--- src/rtl/serial_link_pkg.sv ---
// serial_link_pkg: shared serial link parameters and credit counter type.
package serial_link_pkg;
  localparam int NumCredits = 8;
  typedef logic [$clog2(NumCredits):0] credit_t;
endpackage

--- src/rtl/serial_link_credit_ctrl.sv ---
// serial_link_credit_ctrl: credit-based send flow control with piggybacked credit return.
module serial_link_credit_ctrl #(
  parameter int NumCredits      = serial_link_pkg::NumCredits,
  parameter int ForceSendThresh = NumCredits - 2,
  parameter int DataWidth       = 128
) (
  input  logic                      clk_i,
  input  logic                      rst_ni,
  input  logic                      data_out_valid_i,
  output logic                      data_out_ready_o,
  input  logic [DataWidth-1:0]      data_out_i,
  output logic                      data_out_valid_o,
  input  logic                      data_out_ready_i,
  output logic [DataWidth-1:0]      data_out_o,
  output serial_link_pkg::credit_t  data_out_credits_o,
  output logic                      data_out_credit_only_o,
  input  logic                      data_in_valid_i,
  input  serial_link_pkg::credit_t  data_in_credits_i,
  input  logic                      rx_consumed_i,
  output serial_link_pkg::credit_t  credits_avail_o,
  output serial_link_pkg::credit_t  credits_pending_o,
  output logic                      credit_err_o
);
  typedef serial_link_pkg::credit_t credit_t;
  localparam int W = $clog2(NumCredits) + 2;
  typedef logic [W-1:0] cnt_t;
  localparam cnt_t Max = cnt_t'(NumCredits);
  localparam cnt_t Thr = cnt_t'(ForceSendThresh);
  typedef enum logic {LinkSendIdle, LinkSendBusy} state_e;
  state_e state_q, state_d;
  credit_t avail_q, avail_d, pend_q, pend_d, cred_q, cred_d;
  logic [DataWidth-1:0] data_q, data_d;
  logic co_q, co_d, err_q, err_d;
  logic slot_free, data_load, co_load, load;
  cnt_t avail_sum, pend_sum;
  always_comb begin
    slot_free = state_q == LinkSendIdle || data_out_ready_i;
    data_load = slot_free && data_out_valid_i && avail_q != '0;
    // A credit-only packet also breaks the deadlock where both sides wait for credits.
    co_load = slot_free && !data_load && pend_q != '0 &&
              (cnt_t'(pend_q) >= Thr || (data_out_valid_i && avail_q == '0));
    load = data_load || co_load;
    avail_sum = cnt_t'(avail_q) - cnt_t'(data_load) + (data_in_valid_i ? cnt_t'(data_in_credits_i) : '0);
    pend_sum = (load ? '0 : cnt_t'(pend_q)) + cnt_t'(rx_consumed_i);
    avail_d = avail_sum > Max ? credit_t'(Max) : credit_t'(avail_sum);
    pend_d = pend_sum > Max ? credit_t'(Max) : credit_t'(pend_sum);
    err_d = err_q || avail_sum > Max || pend_sum > Max;
    state_d = load ? LinkSendBusy : slot_free ? LinkSendIdle : state_q;
    data_d = load ? (data_load ? data_out_i : '0) : data_q;
    cred_d = load ? pend_q : cred_q;
    co_d = load ? co_load : co_q;
  end
  always_ff @(posedge clk_i) begin
    if (!rst_ni) begin
      state_q <= LinkSendIdle;
      avail_q <= credit_t'(Max);
      pend_q  <= '0;
      data_q  <= '0;
      cred_q  <= '0;
      co_q    <= 1'b0;
      err_q   <= 1'b0;
    end else begin
      state_q <= state_d;
      avail_q <= avail_d;
      pend_q  <= pend_d;
      data_q  <= data_d;
      cred_q  <= cred_d;
      co_q    <= co_d;
      err_q   <= err_d;
    end
  end
  assign data_out_ready_o       = data_load;
  assign data_out_valid_o       = state_q == LinkSendBusy;
  assign data_out_o             = data_q;
  assign data_out_credits_o     = cred_q;
  assign data_out_credit_only_o = co_q;
  assign credits_avail_o        = avail_q;
  assign credits_pending_o      = pend_q;
  assign credit_err_o           = err_q;
endmodule

--- config.mk ---
export PLATFORM = sky130hd
export DESIGN_NAME = serial_link_credit_ctrl
export DESIGN_NICKNAME = d
export VERILOG_FILES = /design/src/rtl/serial_link_pkg.sv /design/src/rtl/serial_link_credit_ctrl.sv
export SDC_FILE = /design/constraint.sdc
export NUM_CORES = 1
export LEC_CHECK = 0
export BUFFER_PORTS_ARGS = -buffer_cell sky130_fd_sc_hd__clkbuf_2
export CAP_MARGIN = 10
export CORE_ASPECT_RATIO = 0.8
export CORE_MARGIN = 3
export CORE_UTILIZATION = 30
export DETAILED_ROUTE_END_ITERATION = 12
export PLACE_DENSITY_LB_ADDON = 0.2
export SLEW_MARGIN = 40
export SYNTH_ARGS = -nofsm -noshare
export SYNTH_HDL_FRONTEND = slang
export SYNTH_SLANG_ARGS = --single-unit
--- constraint.sdc ---
create_clock -name clk_i -period 5.2 [get_ports clk_i]
set_input_delay 0.78 -clock clk_i [delete_from_list [all_inputs] [get_ports clk_i]]
set_output_delay 0.78 -clock clk_i [all_outputs]
set_load 0.05 [all_outputs]
==> impl_metrics.env <==
export IMPL_hold_viol=0
export IMPL_grt_usage_pct=15.6
export IMPL_num_io_pins=282
export IMPL_firstDrtPassIters=5
export IMPL_fmax_mhz=328
export IMPL_p_seq_share_pct=35.4
export IMPL_power_density_nw_per_um2=509
export IMPL_path_class="flip-flop to flip-flop"
export IMPL_cts_hold_buf=0
export IMPL_slew_headroom_pct=48.3
export IMPL_syn_inst=534
export IMPL_cts_root_buf="clkbuf_16"
export IMPL_cts_buffers=17
export IMPL_ctsResizeCount=0
export IMPL_drv_cap=0
export IMPL_drtIter0Drc=296
export IMPL_power_frac_comb_pct=29.5
export IMPL_r2r_start="credits_avail_o[1]"
export IMPL_port_buffers=281
export IMPL_hpwl_um=10300
export IMPL_place_ws_ps=1960
export IMPL_dieArea_sq_um=18700
export IMPL_drive_above_1_share_pct=39.9
export IMPL_via_count=4859
export IMPL_rsz0062_at_grt="false"
export IMPL_antenna_cells=0
export IMPL_synth_avg_cell_area_sq_um=9.58
export IMPL_finClkSkew_ps=12.3
export IMPL_vias_per_cell=4.74
export IMPL_start_kind="flip-flop"
export IMPL_power_internal_mw=2.34
export IMPL_switchingPower_mw=1.36
export IMPL_clockBufferDepth=2
export IMPL_clk_pin_slew_ps=60
export IMPL_clkSinkCount=143
export IMPL_totalWireLength_um=15100
export IMPL_irDropWorstVdd_v=0.000215
export IMPL_drcViolationCount=0
export IMPL_yosys_warnings=0
export IMPL_rows=42
export IMPL_synth_seq_cells=143
export IMPL_insertion_delay_ps=420
export IMPL_place_inst=994
export IMPL_area_growth_pct=41.8
export IMPL_nNetsFinal=942
export IMPL_cp_required_ps=5510
export IMPL_grt_ovfl_total=0
export IMPL_cp_startpoint="credits_avail_o[1]"
export IMPL_finalNonFillerCells=1025
export IMPL_drv_slew=0
export IMPL_netSwitchingFraction_pct=36.7
export IMPL_setup_ws_ps=2150
export IMPL_multi_input_area_sq_um=1990
export IMPL_antenna_found_initial=0
export IMPL_layout_area_seq_sq_um=2860
export IMPL_cp_arrival_ps=3360
export IMPL_synth_area_sq_um=5120
export IMPL_start_util_pct=30.8
export IMPL_status="finished, final reports clean"
export IMPL_worst_slew_pin_slew_ps=772
export IMPL_hold_path_startpoint="data_out_credits_o[2]"
export IMPL_die_width_um=152
export IMPL_cts_tree="built"
export IMPL_design_core_area_sq_um=16600
export IMPL_gp_congestion=0.788
export IMPL_synth_cell_types=36
export IMPL_post_route_period_util_pct=58.7
export IMPL_setup_viol=0
export IMPL_cp_end_kind="flip-flop"
export IMPL_timing_setup_tns_ps=0
export IMPL_cts_setup_buffers=0
export IMPL_wl_per_cell_um=14.7
export IMPL_grt_max_degree=112
export IMPL_grt_pass1_vias=4465
export IMPL_postRouteAntennaNets=0
export IMPL_final_util_pct=43.7
export IMPL_grt_pass1_wl_um=23600
export IMPL_seq_area_frac_synth_pct=55.9
export IMPL_ff2ff_setup_slack_ps=2150
export IMPL_htreeDepth=4
export IMPL_post_route_min_period_ps=3050
export IMPL_syn_num_nets=683
export IMPL_cellLeakagePower_nw=3.48
export IMPL_clkPwrFrac_pct=35.2
export IMPL_fp_dieH_um=123
export IMPL_hp_class="flip-flop to flip-flop"
export IMPL_worstPathMaxFanout=4
export IMPL_nFillCells=1655
-- worst paths after layout --
check	cells past startpoint	endpoint
max reg2reg	10	credits_avail_o[3]
min reg2reg	2	data_out_credits_o[2]
max	10	credits_avail_o[3]
min	2	data_out_credits_o[2]
-- placed cells by master (no fill, tap or decap), types with 2 or more instances in the layout --
cell / Yosys / final
dfxtp_1: 143 / 143
clkinv_4: 0 / 2
a211oi_1: 2 / 2
a22oi_1: 128 / 128
nor2b_1: 5 / 5
inv_6: 0 / 4
a21oi_1: 8 / 8
clkinv_2: 0 / 2
nor3_1: 2 / 2
a31oi_1: 2 / 2
or4_4: 2 / 2
nor2_1: 134 / 134
bufinv_16: 0 / 4
ha_1: 10 / 10
and3_1: 6 / 5
nand2_1: 14 / 14
nand3_1: 3 / 3
inv_1: 12 / 12
clkbuf_2: 0 / 281
buf_4: 5 / 3
clkbuf_16: 0 / 17
-- cells in the mapped netlist --
| library cell | n | share of area (%) |
|---|---|---|
| or4_4 | 2 | 0.44 |
| o32ai_1 | 1 | 0.17 |
| o21bai_1 | 1 | 0.15 |
| nor2_1 | 134 | 9.8 |
| nor3_1 | 2 | 0.20 |
| nor2b_1 | 5 | 0.61 |
| nand3_1 | 3 | 0.29 |
| xor2_1 | 1 | 0.17 |
| a211o_1 | 1 | 0.17 |
| nand2_1 | 14 | 1.0 |
| nor4_1 | 1 | 0.12 |
| o211ai_1 | 1 | 0.15 |
| inv_1 | 12 | 0.88 |
| a22oi_1 | 128 | 19 |
| dfxtp_1 | 143 | 56 |
| a31oi_1 | 2 | 0.24 |
| buf_4 | 5 | 0.73 |
| clkbuf_1 | 20 | 1.5 |
| buf_2 | 19 | 1.9 |
| buf_6 | 1 | 0.22 |
| fa_1 | 1 | 0.39 |
| inv_2 | 1 | 0.073 |
| and3_1 | 6 | 0.73 |
| o21ai_0 | 1 | 0.098 |
| o21ba_2 | 1 | 0.20 |
| nand2b_1 | 1 | 0.12 |
| a21oi_1 | 8 | 0.78 |
| nor4b_1 | 1 | 0.17 |
| o211ai_4 | 1 | 0.42 |
| a211oi_1 | 2 | 0.29 |
| o221ai_1 | 1 | 0.17 |
| ha_1 | 10 | 2.4 |
| o31a_1 | 1 | 0.17 |
| o2111ai_1 | 1 | 0.17 |
| a21o_1 | 1 | 0.15 |
| a41oi_1 | 1 | 0.17 |
-- cell families after synthesis --
kind of cell    after synthesis  share of synthesized area (%)
simple gates                169                           13.5
compound gates              152                           22.3
flops                       143                           55.9
buf+inv                      58                           5.23
fa+ha+maj                    11                           2.84
xor+xnor                      1                          0.171
-- registers in the layout, indices dropped and copies added, names as in the netlist --
register,flops
data_out_o,128
credits_avail_o,4
credits_pending_o,4
data_out_credits_o,4
credit_err_o,1
data_out_credit_only_o,1
data_out_valid_o,1
-- power by group through the flow --
| stage | clock [mW] | sequential [mW] | combinational [mW] |
|---|---|---|---|
| finish | 1.30 | 1.31 | 1.09 |
| global route | 1.38 | 1.33 | 1.17 |
| CTS | 1.34 | 1.31 | 1.10 |
| detailed placement | 0 | 1.33 | 1.10 |
| global placement | 0 | 1.33 | 1.10 |
| floorplan | 0 | 1.80 | 0.356 |
-- per-layer routing --
metal  global-route usage (%)  part of all wire [%]  vias to the layer above
met2                     23.1                    44                      219
li1                         -                     -                     2411
met5                        0                     0                        -
met4                     6.34                   1.4                        0
met3                     6.34                   9.8                       22
met1                     20.3                    45                     2207
-- stage by stage --
| step | total power [mW] | hold WS (ps) | cell area, sq um |
|---|---|---|---|
| 2_1_floorplan | 2.16 | 671 | 5120 |
| 3_3_place_gp | 2.43 | 448 | 6630 |
| 3_5_place_dp | 2.42 | 451 | 6630 |
| 4_1_cts | 3.74 | 459 | 7260 |
| 5_1_grt | 3.87 | 484 | 7260 |
| 6_report | 3.70 | 457 | 7260 |
-- area by class of cell --
class / instances / share of cell area [%]
flip-flops and latches: 143 / 39.4
multi-input cells: 333 / 27.4
repair buffers: 285 / 20.0
clock buffers: 19 / 6.10
well taps: 220 / 3.79
clock inverters: 12 / 2.50
inverters: 13 / 0.741
-- critical path: stages, from the launching register on --
cell       delay [ps]
dfxtp_1           320
or4_4             560
and3_4            200
ha_1              260
inv_1              40
ha_1              200
fa_1              410
xor2_1            190
o32ai_1           310
o2111ai_1         240
o21bai_1          210
No activity file was read; power rests on OpenSTA's default activity.
